$ cat src/rtl/io_bus_arbiter.sv
// io_bus_arbiter: shares the bit-serial IO block between the CPU port and the
// host/debug port. Each access runs setup -> access -> release, so io_write is
// a clean registered pulse that sits between stable address/data phases.
// Optional build macro: IO_ARB_RANGE_CHECK_EN adds cpu_err/host_err and lets
// illegal accesses skip the IO block entirely.
module io_bus_arbiter #(
    parameter int ADDR_WIDTH  = 4,
    parameter int OUTPUT_SIZE = 4,
    parameter int INPUT_SIZE  = 4
) (
    input  logic                  clk,
    input  logic                  reset,
    input  logic                  cpu_req,
    input  logic                  cpu_we,
    input  logic [ADDR_WIDTH-1:0] cpu_addr,
    input  logic                  cpu_wdata,
    output logic                  cpu_rdata,
    output logic                  cpu_ack,
    input  logic                  host_req,
    input  logic                  host_we,
    input  logic [ADDR_WIDTH-1:0] host_addr,
    input  logic                  host_wdata,
    output logic                  host_rdata,
    output logic                  host_ack,
    output logic                  io_write,
    output logic                  io_data_in,
    output logic [ADDR_WIDTH-1:0] io_address,
    input  logic                  io_data_out
`ifdef IO_ARB_RANGE_CHECK_EN
    ,
    output logic                  cpu_err,
    output logic                  host_err
`endif
);

    localparam logic [1:0] ST_IDLE    = 2'd0;
    localparam logic [1:0] ST_SETUP   = 2'd1;
    localparam logic [1:0] ST_ACCESS  = 2'd2;
    localparam logic [1:0] ST_RELEASE = 2'd3;

    localparam logic PORT_CPU  = 1'b0;
    localparam logic PORT_HOST = 1'b1;

    logic [1:0]            state_q, state_d;
    logic                  last_grant_q, last_grant_d;
    logic                  gnt_q, gnt_d;
    logic                  we_q, we_d;
    logic                  io_write_q, io_write_d;
    logic                  io_data_in_q, io_data_in_d;
    logic [ADDR_WIDTH-1:0] io_address_q, io_address_d;
    logic                  cpu_ack_q, cpu_ack_d;
    logic                  host_ack_q, host_ack_d;
    logic                  cpu_rdata_q, cpu_rdata_d;
    logic                  host_rdata_q, host_rdata_d;

    logic                  pick;
    logic                  sel_we;
    logic                  sel_wdata;
    logic [ADDR_WIDTH-1:0] sel_addr;
    logic                  illegal;

`ifdef IO_ARB_RANGE_CHECK_EN
    logic cpu_err_q, cpu_err_d;
    logic host_err_q, host_err_d;

    // Writes may only target output latches; reads may only target input pins.
    function automatic logic access_illegal(input logic we, input logic [ADDR_WIDTH-1:0] addr);
        int a;
        a = int'({{(32-ADDR_WIDTH){1'b0}}, addr});
        if (we) return (a >= OUTPUT_SIZE);
        return (a < OUTPUT_SIZE) || (a >= OUTPUT_SIZE + INPUT_SIZE);
    endfunction
`endif

    // Next-state logic: arbitration in IDLE, then fixed setup/access/release sequence.
    always_comb begin
        state_d      = state_q;
        last_grant_d = last_grant_q;
        gnt_d        = gnt_q;
        we_d         = we_q;
        io_write_d   = 1'b0;
        io_data_in_d = io_data_in_q;
        io_address_d = io_address_q;
        cpu_ack_d    = 1'b0;
        host_ack_d   = 1'b0;
        cpu_rdata_d  = cpu_rdata_q;
        host_rdata_d = host_rdata_q;
`ifdef IO_ARB_RANGE_CHECK_EN
        cpu_err_d    = 1'b0;
        host_err_d   = 1'b0;
`endif
        pick      = PORT_CPU;
        sel_we    = cpu_we;
        sel_addr  = cpu_addr;
        sel_wdata = cpu_wdata;
        illegal   = 1'b0;

        case (state_q)
            ST_IDLE: begin
                if (cpu_req || host_req) begin
                    // On a tie the port that did not win last time gets the bus.
                    pick = (host_req && (!cpu_req || last_grant_q == PORT_CPU)) ? PORT_HOST : PORT_CPU;
                    if (pick == PORT_HOST) begin
                        sel_we    = host_we;
                        sel_addr  = host_addr;
                        sel_wdata = host_wdata;
                    end
`ifdef IO_ARB_RANGE_CHECK_EN
                    illegal = access_illegal(sel_we, sel_addr);
`endif
                    gnt_d        = pick;
                    last_grant_d = pick;
                    we_d         = sel_we;
                    if (illegal) begin
                        // Illegal access never touches the IO block; answer immediately.
                        state_d = ST_RELEASE;
                        if (pick == PORT_HOST) begin
                            host_ack_d   = 1'b1;
                            host_rdata_d = 1'b0;
                        end else begin
                            cpu_ack_d    = 1'b1;
                            cpu_rdata_d  = 1'b0;
                        end
`ifdef IO_ARB_RANGE_CHECK_EN
                        if (pick == PORT_HOST) host_err_d = 1'b1;
                        else                   cpu_err_d  = 1'b1;
`endif
                    end else begin
                        io_address_d = sel_addr;
                        io_data_in_d = sel_wdata;
                        state_d      = ST_SETUP;
                    end
                end
            end
            ST_SETUP: begin
                io_write_d = we_q;
                state_d    = ST_ACCESS;
            end
            ST_ACCESS: begin
                if (!we_q) begin
                    if (gnt_q == PORT_HOST) host_rdata_d = io_data_out;
                    else                    cpu_rdata_d  = io_data_out;
                end
                if (gnt_q == PORT_HOST) host_ack_d = 1'b1;
                else                    cpu_ack_d  = 1'b1;
                state_d = ST_RELEASE;
            end
            ST_RELEASE: begin
                state_d = ST_IDLE;
            end
            default: begin
                state_d = ST_IDLE;
            end
        endcase
    end

    // State and output registers; reset drops any transaction in flight.
    always_ff @(posedge clk) begin
        if (reset) begin
            state_q      <= ST_IDLE;
            last_grant_q <= PORT_HOST;
            gnt_q        <= PORT_CPU;
            we_q         <= 1'b0;
            io_write_q   <= 1'b0;
            io_data_in_q <= 1'b0;
            io_address_q <= '0;
            cpu_ack_q    <= 1'b0;
            host_ack_q   <= 1'b0;
            cpu_rdata_q  <= 1'b0;
            host_rdata_q <= 1'b0;
`ifdef IO_ARB_RANGE_CHECK_EN
            cpu_err_q    <= 1'b0;
            host_err_q   <= 1'b0;
`endif
        end else begin
            state_q      <= state_d;
            last_grant_q <= last_grant_d;
            gnt_q        <= gnt_d;
            we_q         <= we_d;
            io_write_q   <= io_write_d;
            io_data_in_q <= io_data_in_d;
            io_address_q <= io_address_d;
            cpu_ack_q    <= cpu_ack_d;
            host_ack_q   <= host_ack_d;
            cpu_rdata_q  <= cpu_rdata_d;
            host_rdata_q <= host_rdata_d;
`ifdef IO_ARB_RANGE_CHECK_EN
            cpu_err_q    <= cpu_err_d;
            host_err_q   <= host_err_d;
`endif
        end
    end

    assign io_write   = io_write_q;
    assign io_data_in = io_data_in_q;
    assign io_address = io_address_q;
    assign cpu_ack    = cpu_ack_q;
    assign host_ack   = host_ack_q;
    assign cpu_rdata  = cpu_rdata_q;
    assign host_rdata = host_rdata_q;
`ifdef IO_ARB_RANGE_CHECK_EN
    assign cpu_err    = cpu_err_q;
    assign host_err   = host_err_q;
`endif

endmodule

$ cat config.mk
export PLATFORM = sky130hd
export DESIGN_NAME = io_bus_arbiter
export DESIGN_NICKNAME = d
export VERILOG_FILES = /design/src/rtl/io_bus_arbiter.sv
export SDC_FILE = /design/constraint.sdc
export NUM_CORES = 1
export LEC_CHECK = 0
export BUFFER_PORTS_ARGS = -buffer_cell sky130_fd_sc_hd__buf_4
export CAP_MARGIN = 20
export CORE_MARGIN = 4
export CORE_UTILIZATION = 35
export DETAILED_ROUTE_END_ITERATION = 16
export PLACE_DENSITY_LB_ADDON = 0.08
export SYNTH_ARGS = -nofsm -noshare
export SYNTH_HDL_FRONTEND = slang
export SYNTH_SLANG_ARGS = --single-unit
$ cat constraint.sdc
create_clock -name clk -period 1.3 [get_ports clk]
set_input_delay 0 -clock clk [delete_from_list [all_inputs] [get_ports clk]]
set_output_delay 0 -clock clk [all_outputs]
set_load 0.005 [all_outputs]
### Yosys cells after proc, flatten, opt, wreduce, memory -nomap -nowiden

Index checks and enable logic that the tools add are counted.

* $add $sub $neg: 0
* eq/ne operators: 4
* magnitude comparators: 0
* reduce and logical (&&, ||, !) cells: 10
* divide/modulo/power cells: 0
* mux-type cells: 8
* bitwise gates (word level): 5
* multiply operators: 0
* shift-type cells: 0

Operator list (count)
* case mux 2 bit (4 select lines): 1
* AND reduction 3 bit: 2
* 2-to-1 mux 1 bit: 5
* inverter 1 bit: 5
* == test 2 bit, second input constant: 2
* 2-to-1 mux 4 bit: 1
* OR reduction 2 bit: 2
* == test 2 x 1 -> 1 bit, second input constant: 1
* zero test 2 bit: 1
* logical OR 1 bit: 2
* 2-to-1 mux 2 bit: 1
* != test 2 bit, second input constant: 1
* AND reduction 2 bit: 1
* logical AND 1 bit: 1
* zero test 1 bit: 1

* output and inout port bits: 10
* memories: 0
* latch bits: 0
* memory bits (writable): 0
* input bits: 17
* bits in read-only memories: 0
* register bits after elaboration: 15

### Logic depth before layout (Yosys ltp)

Gate-level depths: netlist (run 1).

* word-level depth: 5
* mapped depth: 6
* gate-level depth less buffers: 5

### Least setup slack after synthesis (run 1)

Ideal clock, no wire load.

* kind: register to register
* start: register state_q[0]
* end: register state_q[1]
* arrival time: 1.274 ns
* setup slack: -0.102 ns
* library setup time: 0.128 ns
* cell stages (with the launch flop): 6
* clock period less this slack: 1.402 ns
* cell sequence: dfxtp_1 > inv_1 > ha_1 > or3b_2 > mux2i_1 > nor2_1

* longest elaborated chain between the ends: 2
* elaborated cells between the ends (all ways): 6
* classes of those cells: 4 x eq/ne; 1 x mux; 1 x reduce/logical

RTL lines
* start, declared: line 44 `logic [1:0] state_q, state_d;`
* start signal, assigned: line 176 `state_q <= state_d;`
* == test 2 bit, or another cell as far along: line 98 `case (state_q)`
* case mux 2 bit (4 select lines) or != test 2 bit (tied branches)

Several ways; a longest one is shown, not always the timed one.
A chain may end at the register's enable or synchronous reset.

### Worst setup path in the final report (run 1)

Same ends and word-level chain as after synthesis.

==> key figures, run 1 <==
Finish
  • Register Area: 303 µm²
  • Fin nets: 121
  • Fill cells: 176
  • Ratio of cells with drive above 1 in the final layout: 44.4%
  • Diode count: 0
  • P&R area growth vs syn: 49.9%
  • Multi-input logic area: 369 µm²
  • Post-route cell area: 985 µm²
  • Max reg flops: 4

STA
  • Slew of the pin with the lowest slew margin: 319 ps
  • Final worst slack: 59.9 ps
  • Final setup vio count: 0
  • Fin Clk Skew: 2.14 ps
  • Final Hold Fails: 0
  • Tmin final: 1240 ps
  • Unrepaired setup endpoints after global routing: yes
  • Max_slew headroom: 78.6%
  • FMAX: 806 MHz
  • Slew Viols, Final: 0
  • Fin crit share: 95.4%

CTS
  • Worst skew pair latency: 280 ps
  • H-tree Lvls: 1
  • Bufs on Longest Clock Path: 2
  • Root buffer cell: clkbuf_4
  • CTS tree: yes
  • CTS Buf Count: 3
  • CTS sink count: 15
  • CTS clk-pin slew, worst paths: 80 ps

Die
  • Full die area: 2630 µm²
  • Die X: 51.3 µm
  • Starting Density: 37.6%
  • Die height: 51.3 µm
  • CORE AREA: 1750 µm²
  • Ports: 27
  • FP Rows: 15

Global route
  • Largest net degree at the start of global routing: 16
  • GRT Residual Overflow: 0
  • First-pass GRT wire length: 2370 µm
  • Global-route usage over all layers: 11.8%
  • Antenna violations before repair: 0
  • Vias in the first global route: 553

Yosys
  • Yosys warns: 0
  • Simple-Gate Fraction of Synth Area: 16.0%
  • Largest cells by area after synthesis: dfxtp_1 46%, mux2i_1 14%, a211oi_1 8.0%, ha_1 7.6%, nor2_1 6.9%
  • Post-synthesis sequential area ratio: 45.7%
  • Post-synth EDFFs: 0
  • Synthesized flop and latch total: 15
  • FFs w/ async S/R, synth: 0%
  • Post-Syn Area: 657 µm²
  • Top_reg_cell synth: dfxtp_1
  • Yosys cell types: 19
  • Complex-gate fraction of the synthesized area: 14.5%
  • Post-synthesis mux area share: 13.7%
  • Largest family of logic cells by synthesized area: simple AND/OR/NAND/NOR gates
  • Share of the synthesized area in the top cell type: 45.7%
  • Count leader, synth: dfxtp_1
  • Adder-cell share of the synthesized area: 7.62%
  • Mapped Cells: 65
  • Post-Synthesis Net Count: 86
  • Commonest cells in the netlist: 15 x dfxtp_1, 12 x nor2_1, 9 x mux2i_1, 7 x a211oi_1, 4 x ha_1
  • Synth Area per Inst: 10.1 µm²
  • Synth area leader: dfxtp_1
  • Synth Area in XOR/XNOR: 0%

Setup path
  • Critical path class: reg -> reg
  • Crit-path slowest cell: or3b_4
  • CP required: 1470 ps
  • Reg2Reg Depth: 5
  • CP Buf/Inv Count: 1
  • Crit end category: register
  • CP Launch Type: register
  • Worst R2R End: state_q[1]$_SDFFE_PP0P_
  • Top delay family on crit path: simple AND/OR/NAND/NOR gates
  • Critical-path cell list: inv_4 > ha_4 > or3b_4 > mux2i_1 > nor2_1
  • CP Depth: 5
  • Crit Path Max Fanout: 3
  • FF-to-FF Start: state_q[0]$_SDFFE_PP0P_
  • Slack of the worst reg-to-reg path: 60 ps
  • Crit path DAT: 1410 ps
  • Max incr delay on CP: 390 ps

Placed design
  • Post-DP HPWL: 998 µm
  • GPL Wtd Cong: 0.672
  • Post-DP Area: 910 µm²
  • Post-placement worst setup slack: -5.29 ps
  • # port buffers: 26

Routing
  • Routed via count: 566
  • Detailed Route Iter0 Violations: 10
  • Final WL: 1370 µm
  • Antenna viol nets, final: 0
  • Vias per cell: 4.56
  • Drt wl/cell: 11.0 µm
  • First-pass DRT Iterations: 2
  • Remaining DRCs: 0

Hold path
  • Number of stages on the worst hold path: 3
  • Min-Delay Endpoint: io_data_in$_SDFFE_PP0P_
  • Hold Crit Class: in -> reg
  • Hold_sp: cpu_wdata

Pwr
  • VDD IR-drop max: 0.00104 V
  • P per Cell Area: 1760 nW/µm²
  • Static Leak: 0.449 nW

Run status
  • Status: completed

Flow run
  • Maxcap violations: 0
[worst reg2reg max path: cells and delay by family (launching register included)]
family / cells / cell delay [ps]
adder cells (fa/ha/maj): 1 / 130
multiplexers: 1 / 150
buffers and inverters: 1 / 70
AND/OR/NAND/NOR: 2 / 440
flip-flops: 1 / 340
[per-layer routing]
layer	wire, µm	up-vias	global-route usage (%)
met2	619	21	18.7
li1	-	294	-
met5	0	-	0
met4	8	0	2.62
met3	140	3	5.25
met1	599	248	14.7
[report_power, final]
group	internal [mW]	leakage [nW]	switching [mW]	total, mW
clock network	0.119	0.0150	0.141	0.260
registers	0.597	0.124	0.0975	0.695
logic	0.440	0.310	0.340	0.780
[layout make-up]
class | count | area share [%]
clock buffer | 4 | 2.67
inverter | 2 | 1.02
sequential | 15 | 30.7
tap | 25 | 3.18
timing repair buffer | 32 | 24.9
multi-input combinational | 46 | 37.5
[through the flow]
stage / power [mW] / setup TNS [ps] / hold slack [ps] / instances / util, %
after floorplan: 1.10 / 0 / 72.8 / 65 / -
after CTS: 1.70 / 0 / 50.9 / 124 / 55.1
after global routing: 1.91 / -35.3 / 59.6 / 124 / 56.4
after detailed placement: 1.41 / -5.61 / 254 / 118 / 52.1
after global placement: 1.39 / 0 / 250 / 118 / 52.1
final: 1.74 / 0 / 56.9 / 124 / 56.4
[cell families (layout without fill, tap and decap cells)]
logic type | after synthesis | in the layout
fa+ha+maj | 4 | 4
buf+inv | 4 | 38
flops | 15 | 15
compound gates | 12 | 12
mux | 9 | 9
simple gates | 21 | 21
[layout by cell type (no fill, tap or decap), types with 2 or more instances in the layout]
cell type | Yosys | layout
buf_4 | 0 | 30
dfxtp_1 | 15 | 13
nor2_1 | 12 | 12
mux2i_1 | 9 | 9
a211oi_1 | 7 | 6
ha_1 | 4 | 3
clkbuf_4 | 0 | 3
nand2_1 | 2 | 2
dlygate4sd3_1 | 0 | 2
dfxtp_2 | 0 | 2
[worst max-delay path by stage]
| stage | start | to | slack [ps] |
|---|---|---|---|
| detailed placement | state_q[0]$_SDFFE_PP0P_ | state_q[1]$_SDFFE_PP0P_ | -5 |
| global placement | state_q[0]$_SDFFE_PP0P_ | state_q[0]$_SDFFE_PP0P_ | 20 |
| CTS | state_q[1]$_SDFFE_PP0P_ | state_q[1]$_SDFFE_PP0P_ | 10 |
| floorplan | state_q[0]$_SDFFE_PP0P_ | state_q[1]$_SDFFE_PP0P_ | 4 |
| finish | state_q[0]$_SDFFE_PP0P_ | state_q[1]$_SDFFE_PP0P_ | 60 |
| global route | state_q[0]$_SDFFE_PP0P_ | state_q[1]$_SDFFE_PP0P_ | -40 |
[timing repair]
action                                 in CTS  in global routing
setup endpoints to repair                   2                 11
gates resized for setup                     2                  7
endpoints found under the hold margin       7                  0
buffers inserted                            0                  0
hold buffers                                2                  0
(Power assumes the default switching activity.)
==> inputs of run 2 (changes only) <==
--- a/config.mk
+++ b/config.mk
@@ -7,10 +7,13 @@
 export LEC_CHECK = 0
 export BUFFER_PORTS_ARGS = -buffer_cell sky130_fd_sc_hd__buf_4
 export CAP_MARGIN = 20
+export CELL_PAD_IN_SITES_DETAIL_PLACEMENT = 1
+export CELL_PAD_IN_SITES_GLOBAL_PLACEMENT = 2
+export CORE_ASPECT_RATIO = 1.5
 export CORE_MARGIN = 4
-export CORE_UTILIZATION = 35
+export CORE_UTILIZATION = 24
 export DETAILED_ROUTE_END_ITERATION = 16
-export PLACE_DENSITY_LB_ADDON = 0.08
+export PLACE_DENSITY = 0.81
 export SYNTH_ARGS = -nofsm -noshare
 export SYNTH_HDL_FRONTEND = slang
 export SYNTH_SLANG_ARGS = --single-unit
==> run 2 against run 1 <==
Against the previous run:
- clock skew increased by 4.2 ps
- largest cell class unchanged
- final area increased by 5.6%
- largest power group unchanged
- combinational power increased by 17%
- routed wire length increased by 23%
- count of clock-buffer cells in the layout decreased by 1
- via count increased by 6.0%
- cell count increased by 11%
- first-iteration DRC count increased by 20%
- hold slack got worse by 25 ps
==> key figures, run 2 (synthesized netlist as in run 1, its figures left out) <==
STA
  • FMAX: 784 MHz (-2.8%)
  • Slew Viols, Final: 0 (unchanged)
  • Tmin final: 1280 ps (+36.2 ps)
  • Unrepaired setup endpoints after global routing: yes
  • Max_slew headroom: 78.0% (-0.63 points)
  • Final Hold Fails: 0 (unchanged)
  • Slew of the pin with the lowest slew margin: 329 ps (+9.37 ps)
  • Fin Clk Skew: 6.30 ps (+4.16 ps)
  • Hold WS: 31.8 ps (-25.2 ps)
  • Final setup vio count: 0 (unchanged)
  • Fin crit share: 98.2% (+2.8 points)

Placed design
  • Post-DP HPWL: 1210 µm (+21%)
  • GPL Wtd Cong: 0.654 (-2.7%)
  • # port buffers: 26 (unchanged)
  • Post-DP Area: 937 µm² (+3.0%)

CTS
  • CTS clk-pin slew, worst paths: 70 ps (about the same)
  • Root buffer cell: clkbuf_8
  • CTS sink count: 15 (unchanged)
  • CTS tree: yes
  • Worst skew pair latency: 250 ps (-30 ps)
  • Bufs on Longest Clock Path: 2 (unchanged)
  • CTS Buf Count: 3 (unchanged)
  • H-tree Lvls: 1 (unchanged)

Setup path
  • Crit path DAT: 1420 ps (about the same)
  • Top delay family on crit path: simple AND/OR/NAND/NOR gates
  • Crit-path slowest cell: or3b_4
  • CP Launch Type: register
  • CP required: 1440 ps (-30 ps)
  • Critical-path cell list: inv_2 > ha_4 > or3b_4 > mux2i_1 > nor2_1
  • CP Buf/Inv Count: 1 (unchanged)
  • Max incr delay on CP: 390 ps (about the same)
  • Crit end category: register
  • Crit Path Max Fanout: 4 (+1)
  • Critical path class: reg -> reg

Pwr
  • VDD IR-drop max: 0.000687 V (-34%)
  • Static Leak: 0.470 nW (+4.7%)
  • P per Cell Area: 1920 nW/µm² (+8.7%)

Finish
  • Commonest non-fill, non-tap cell in the layout: buf_4
  • P&R area growth vs syn: 58.3%
  • Post-route cell area: 1040 µm² (+5.6%)
  • Most frequent cells in the layout: 32 x buf_4, 13 x dfxtp_1, 12 x nor2_1
  • Max reg flops: 4 (unchanged)
  • Ratio of cells with drive above 1 in the final layout: 47.5% (+3.1 points)
  • Diode count: 0 (unchanged)
  • Fin nets: 123 (+1.7%)

Die
  • Ports: 27 (unchanged)
  • Die height: 72.1 µm (+40%)
  • Full die area: 3660 µm² (+39%)
  • Die X: 50.7 µm (-1.2%)
  • FP Rows: 23 (+8)
  • CORE AREA: 2650 µm² (+52%)
  • Starting Density: 24.8% (-13 points)

Routing
  • Remaining DRCs: 0 (unchanged)
  • Final WL: 1680 µm (+23%)
  • Vias per cell: 4.35 (-4.7%)
  • Drt wl/cell: 12.1 µm (+10%)
  • Antenna viol nets, final: 0 (unchanged)
  • First-pass DRT Iterations: 3 (+1)
  • Routed via count: 600 (+6.0%)
  • Detailed Route Iter0 Violations: 12 (+2)

Global route
  • Antenna violations before repair: 0 (unchanged)
  • GRT Residual Overflow: 0 (unchanged)
  • First-pass GRT wire length: 2920 µm (+23%)
  • Vias in the first global route: 660 (+19%)
  • Global-route usage over all layers: 10.7% (-1.1 points)
  • Largest net degree at the start of global routing: 16 (unchanged)

Flow run
  • Maxcap violations: 0 (unchanged)

Run status
  • Status: completed

Hold path
  • Hold Crit Class: in -> reg
run 2: final cells by class:
cell class              instances  area (µm²)
repair buffers                 34         270
multi-input cells              46         367
flip-flops and latches         15         303
inverters                       2        7.51
fillers                       340        1610
clock inverters                 1        5.00
well taps                      37        46.3
clock buffers                   3        41.3
run 2: per-layer routing:
layer | share of wire, % | vias up | global-route usage, %
li1 | - | 298 | -
met1 | 38 | 279 | 10.2
met2 | 52 | 18 | 19.6
met3 | 6.7 | 5 | 2.67
met4 | 2.9 | 0 | 7.19
met5 | 0 | - | 0
run 2: worst register-to-register path: cells and delay by family, from the launching register on:
family / cells / cell delay, ps
adders and majority gates: 1 / 150
buffers and inverters: 1 / 80
DFF: 1 / 330
muxes: 1 / 160
and+or+nand+nor: 2 / 440
run 2: what timing repair did:
| item | CTS | global route |
|---|---|---|
| pin swaps | 1 | 1 |
| gates resized for setup | 4 | 4 |
| endpoints found under the setup margin | 4 | 9 |
| hold buffers | 1 | 0 |
| endpoints found under the hold margin | 2 | 0 |
| setup buffers | 0 | 3 |
run 2: per-stage QoR:
stage | setup TNS (ps) | util [%] | total power [mW] | worst slack, ps | instances
2_1_floorplan | 0 | - | 1.10 | 3.69 | 65
3_3_place_gp | -1.82 | 35.4 | 1.46 | -1.82 | 130
3_5_place_dp | -54.6 | 35.4 | 1.49 | -45.5 | 130
4_1_cts | 0 | 38.0 | 1.92 | 17.6 | 135
5_1_grt | -107 | 39.3 | 2.16 | -77.9 | 138
6_report | 0 | 39.3 | 1.99 | 23.7 | 138
run 2: final timing paths:
check                           depth (start not counted)  slack, ps                      end                     from
worst max-delay path                                    5         20  state_q[1]$_SDFFE_PP0P_  state_q[0]$_SDFFE_PP0P_
worst min-delay path                                    2         30  state_q[0]$_SDFFE_PP0P_                    reset
worst max register to register                          5         20  state_q[1]$_SDFFE_PP0P_  state_q[0]$_SDFFE_PP0P_
worst min register to register                          2        480      io_write$_SDFF_PP0_        we_q$_SDFFE_PP0P_
run 2: report_power, final:
| group | switching (mW) | leakage (nW) | internal (mW) |
|---|---|---|---|
| Sequential | 0.0939 | 0.124 | 0.598 |
| Combinational | 0.374 | 0.320 | 0.540 |
| Clock | 0.173 | 0.0255 | 0.212 |
| Total | 0.641 | 0.470 | 1.35 |
==> inputs of run 3 (changes only) <==
--- a/config.mk
+++ b/config.mk
@@ -11,9 +11,9 @@
 export CELL_PAD_IN_SITES_GLOBAL_PLACEMENT = 2
 export CORE_ASPECT_RATIO = 1.5
 export CORE_MARGIN = 4
-export CORE_UTILIZATION = 24
+export CORE_UTILIZATION = 28
 export DETAILED_ROUTE_END_ITERATION = 16
-export PLACE_DENSITY = 0.81
+export PLACE_DENSITY = 0.88
 export SYNTH_ARGS = -nofsm -noshare
 export SYNTH_HDL_FRONTEND = slang
 export SYNTH_SLANG_ARGS = --single-unit
==> constraint.sdc (replaced) <==
create_clock -name clk -period 1.6 [get_ports clk]
set_input_delay 0 -clock clk [delete_from_list [all_inputs] [get_ports clk]]
set_output_delay 0 -clock clk [all_outputs]
set_load 0.005 [all_outputs]
==> run 3 against run 2 <==
Against the previous run:
- sequential power is 21% lower
- combinational power down 42%
- critical path depth stayed put
- routed wire length shrank 13%
- via count shrank 4.8%
- total power is 34% lower
- fmax is 16% lower
- count of clock-buffer cells in the layout up 1
- sequential share of layout area increased by 3.3 points
- core utilization rose by 2.2 points
- setup slack better by 62 ps
- first-iteration DRC count shrank 67%
- critical path type unchanged
==> key figures, run 3 (synthesized netlist as in run 1, its figures left out) <==
Finish
  • Register Area: 300 µm² (-0.83%)
  • Fill cells: 269 (-21%)
  • Fin nets: 118 (-4.1%)
  • Ratio of cells with drive above 1 in the final layout: 34.4% (-13 points)
  • Diode count: 0 (unchanged)
  • Commonest non-fill, non-tap cell in the layout: buf_4
  • Multi-input logic area: 340 µm² (-7.2%)
  • Max reg flops: 4 (unchanged)
  • Post-route cell area: 926 µm² (-11%)
  • P&R area growth vs syn: 41.0%
  • Most frequent cells in the layout: 27 x buf_4, 15 x dfxtp_1, 12 x nor2_1
  • Fin util: 41.5% (+2.2 points)

Placed design
  • Post-DP HPWL: 1170 µm (-3.5%)
  • Post-placement worst setup slack: 92.0 ps (+137 ps)
  • GPL Wtd Cong: 0.651 (-0.47%)
  • # port buffers: 26 (unchanged)
  • Post-DP Area: 880 µm² (-6.1%)

Routing
  • Drt wl/cell: 12.3 µm (+1.0%)
  • Antenna viol nets, final: 0 (unchanged)
  • Remaining DRCs: 0 (unchanged)
  • Vias per cell: 4.80 (+10%)
  • Detailed Route Iter0 Violations: 4 (-8)
  • First-pass DRT Iterations: 3 (unchanged)
  • Final WL: 1460 µm (-13%)
  • Routed via count: 571 (-4.8%)

STA
  • Final setup vio count: 0 (unchanged)
  • Slew Viols, Final: 0 (unchanged)
  • Final worst slack: 86.1 ps (+62.4 ps)
  • Fin crit share: 94.6% (-3.6 points)
  • Final Hold Fails: 0 (unchanged)
  • Fin Clk Skew: 9.11 ps (+2.81 ps)
  • Setup TNS: 0 ps (unchanged)
  • FMAX: 661 MHz (-16%)
  • Unrepaired setup endpoints after global routing: no
  • Slew of the pin with the lowest slew margin: 298 ps (-30.4 ps)
  • Tmin final: 1510 ps (+238 ps)
  • Max_slew headroom: 80.1% (+2.0 points)

CTS
  • CTS clk-pin slew, worst paths: 100 ps (+30 ps)
  • Worst skew pair latency: 290 ps (+40 ps)
  • CTS sink count: 15 (unchanged)
  • CTS tree: yes
  • # resized after CTS: 0 (-4)
  • Root buffer cell: clkbuf_4
  • Post-CTS Setup Inserts: 0 (unchanged)
  • Bufs on Longest Clock Path: 2 (unchanged)
  • CTS Buf Count: 3 (unchanged)
  • H-tree Lvls: 1 (unchanged)

Hold path
  • Hold_sp: cpu_addr[1]
  • Hold Crit Class: in -> reg

Setup path
  • FF-to-FF Start: state_q[0]$_SDFFE_PP0P_
  • Critical-path cell list: inv_1 > ha_1 > or3b_2 > mux2i_1 > nor2_1
  • Critical Path Source: state_q[0]$_SDFFE_PP0P_
  • Max incr delay on CP: 500 ps (+110 ps)
  • Critical path class: reg -> reg
  • Crit-path slowest cell: or3b_2
  • CP required: 1780 ps (+340 ps)
  • Crit Path Max Fanout: 5 (+1)
  • CP Launch Type: register
  • Crit path DAT: 1690 ps (+270 ps)
  • Crit end category: register

Die
  • CORE AREA: 2230 µm² (-16%)
  • FP Rows: 21 (-8.7%)
  • Ports: 27 (unchanged)
  • Starting Density: 29.4% (+4.6 points)
  • Full die area: 3200 µm² (-12%)
  • Die height: 67.3 µm (-6.6%)
  • Die X: 47.5 µm (-6.3%)

Global route
  • GRT Residual Overflow: 0 (unchanged)
  • Largest net degree at the start of global routing: 16 (unchanged)
  • First-pass GRT wire length: 2420 µm (-17%)
  • Vias in the first global route: 598 (-9.4%)
  • Global-route usage over all layers: 10.8% (+0.10 points)
  • Antenna violations before repair: 0 (unchanged)

Run status
  • Status: completed

Pwr
  • Static Leak: 0.428 nW (-8.9%)
  • VDD IR-drop max: 0.000709 V (+3.1%)
  • P per Cell Area: 1410 nW/µm² (-26%)

Flow run
  • Maxcap violations: 0 (unchanged)
==> run 3: cell types whose count changed in the layout (fill, tap and decap cells not counted), moves of 2 or more <==
| cell | delta |
|---|---|
| inv_2 | -2 |
| dfxtp_1 | +2 |
| clkbuf_4 | +3 |
| inv_1 | +2 |
| buf_4 | -5 |
| dfxtp_2 | -2 |
| clkbuf_8 | -3 |
| ha_1 | +2 |
==> run 3: final cells by class <==
cell class | instances | area share [%]
clock buffers | 4 | 2.84
inverters | 2 | 0.811
multi-input cells | 46 | 36.8
flip-flops and latches | 15 | 32.4
well taps | 23 | 3.11
repair buffers | 29 | 24.1
==> run 3: critical path: cells and delay by family, from the launching register on <==
| kind | cells | cell delay, ps |
|---|---|---|
| adder cells (fa/ha/maj) | 1 | 240 |
| buffers and inverters | 1 | 100 |
| flip-flops | 1 | 340 |
| multiplexers | 1 | 160 |
| AND/OR/NAND/NOR | 2 | 560 |
==> run 3: final timing paths <==
kind / cells past startpoint / slack (ps) / end
setup / recovery: 5 / 90 / state_q[1]$_SDFFE_PP0P_
hold / removal: 3 / 50 / io_address[1]$_SDFFE_PP0P_
setup reg to reg: 5 / 90 / state_q[1]$_SDFFE_PP0P_
hold reg to reg: 2 / 470 / io_write$_SDFF_PP0_
==> run 3: timing repair <==
action                     in CTS  in global routing
hold endpoints to repair       13                  0
hold buffers                    2                  0
setup endpoints to repair       0                  0
==> run 3: through the flow <==
step                hold WS (ps)  power [mW]  std cells
floorplan                   72.8       0.882         65
global placement             243        1.07        113
detailed placement           254        1.10        113
CTS                         45.2        1.34        119
global route                71.2        1.43        119
finish                      51.0        1.31        119
==> run 3: layer usage <==
layer  GRT usage [%]  up-vias  share of wire [%]
met3            4.27        2                 10
met1            11.3      250                 38
li1                -      293                  -
met4            6.06        0                1.8
met5               0        -                  0
met2            17.6       26                 50
==> run 3: power breakdown <==
part	total (mW)	switching [mW]	internal, mW
Combinational	0.534	0.251	0.283
Clock	0.225	0.127	0.0970
Sequential	0.550	0.0704	0.480
Total	1.31	0.449	0.860
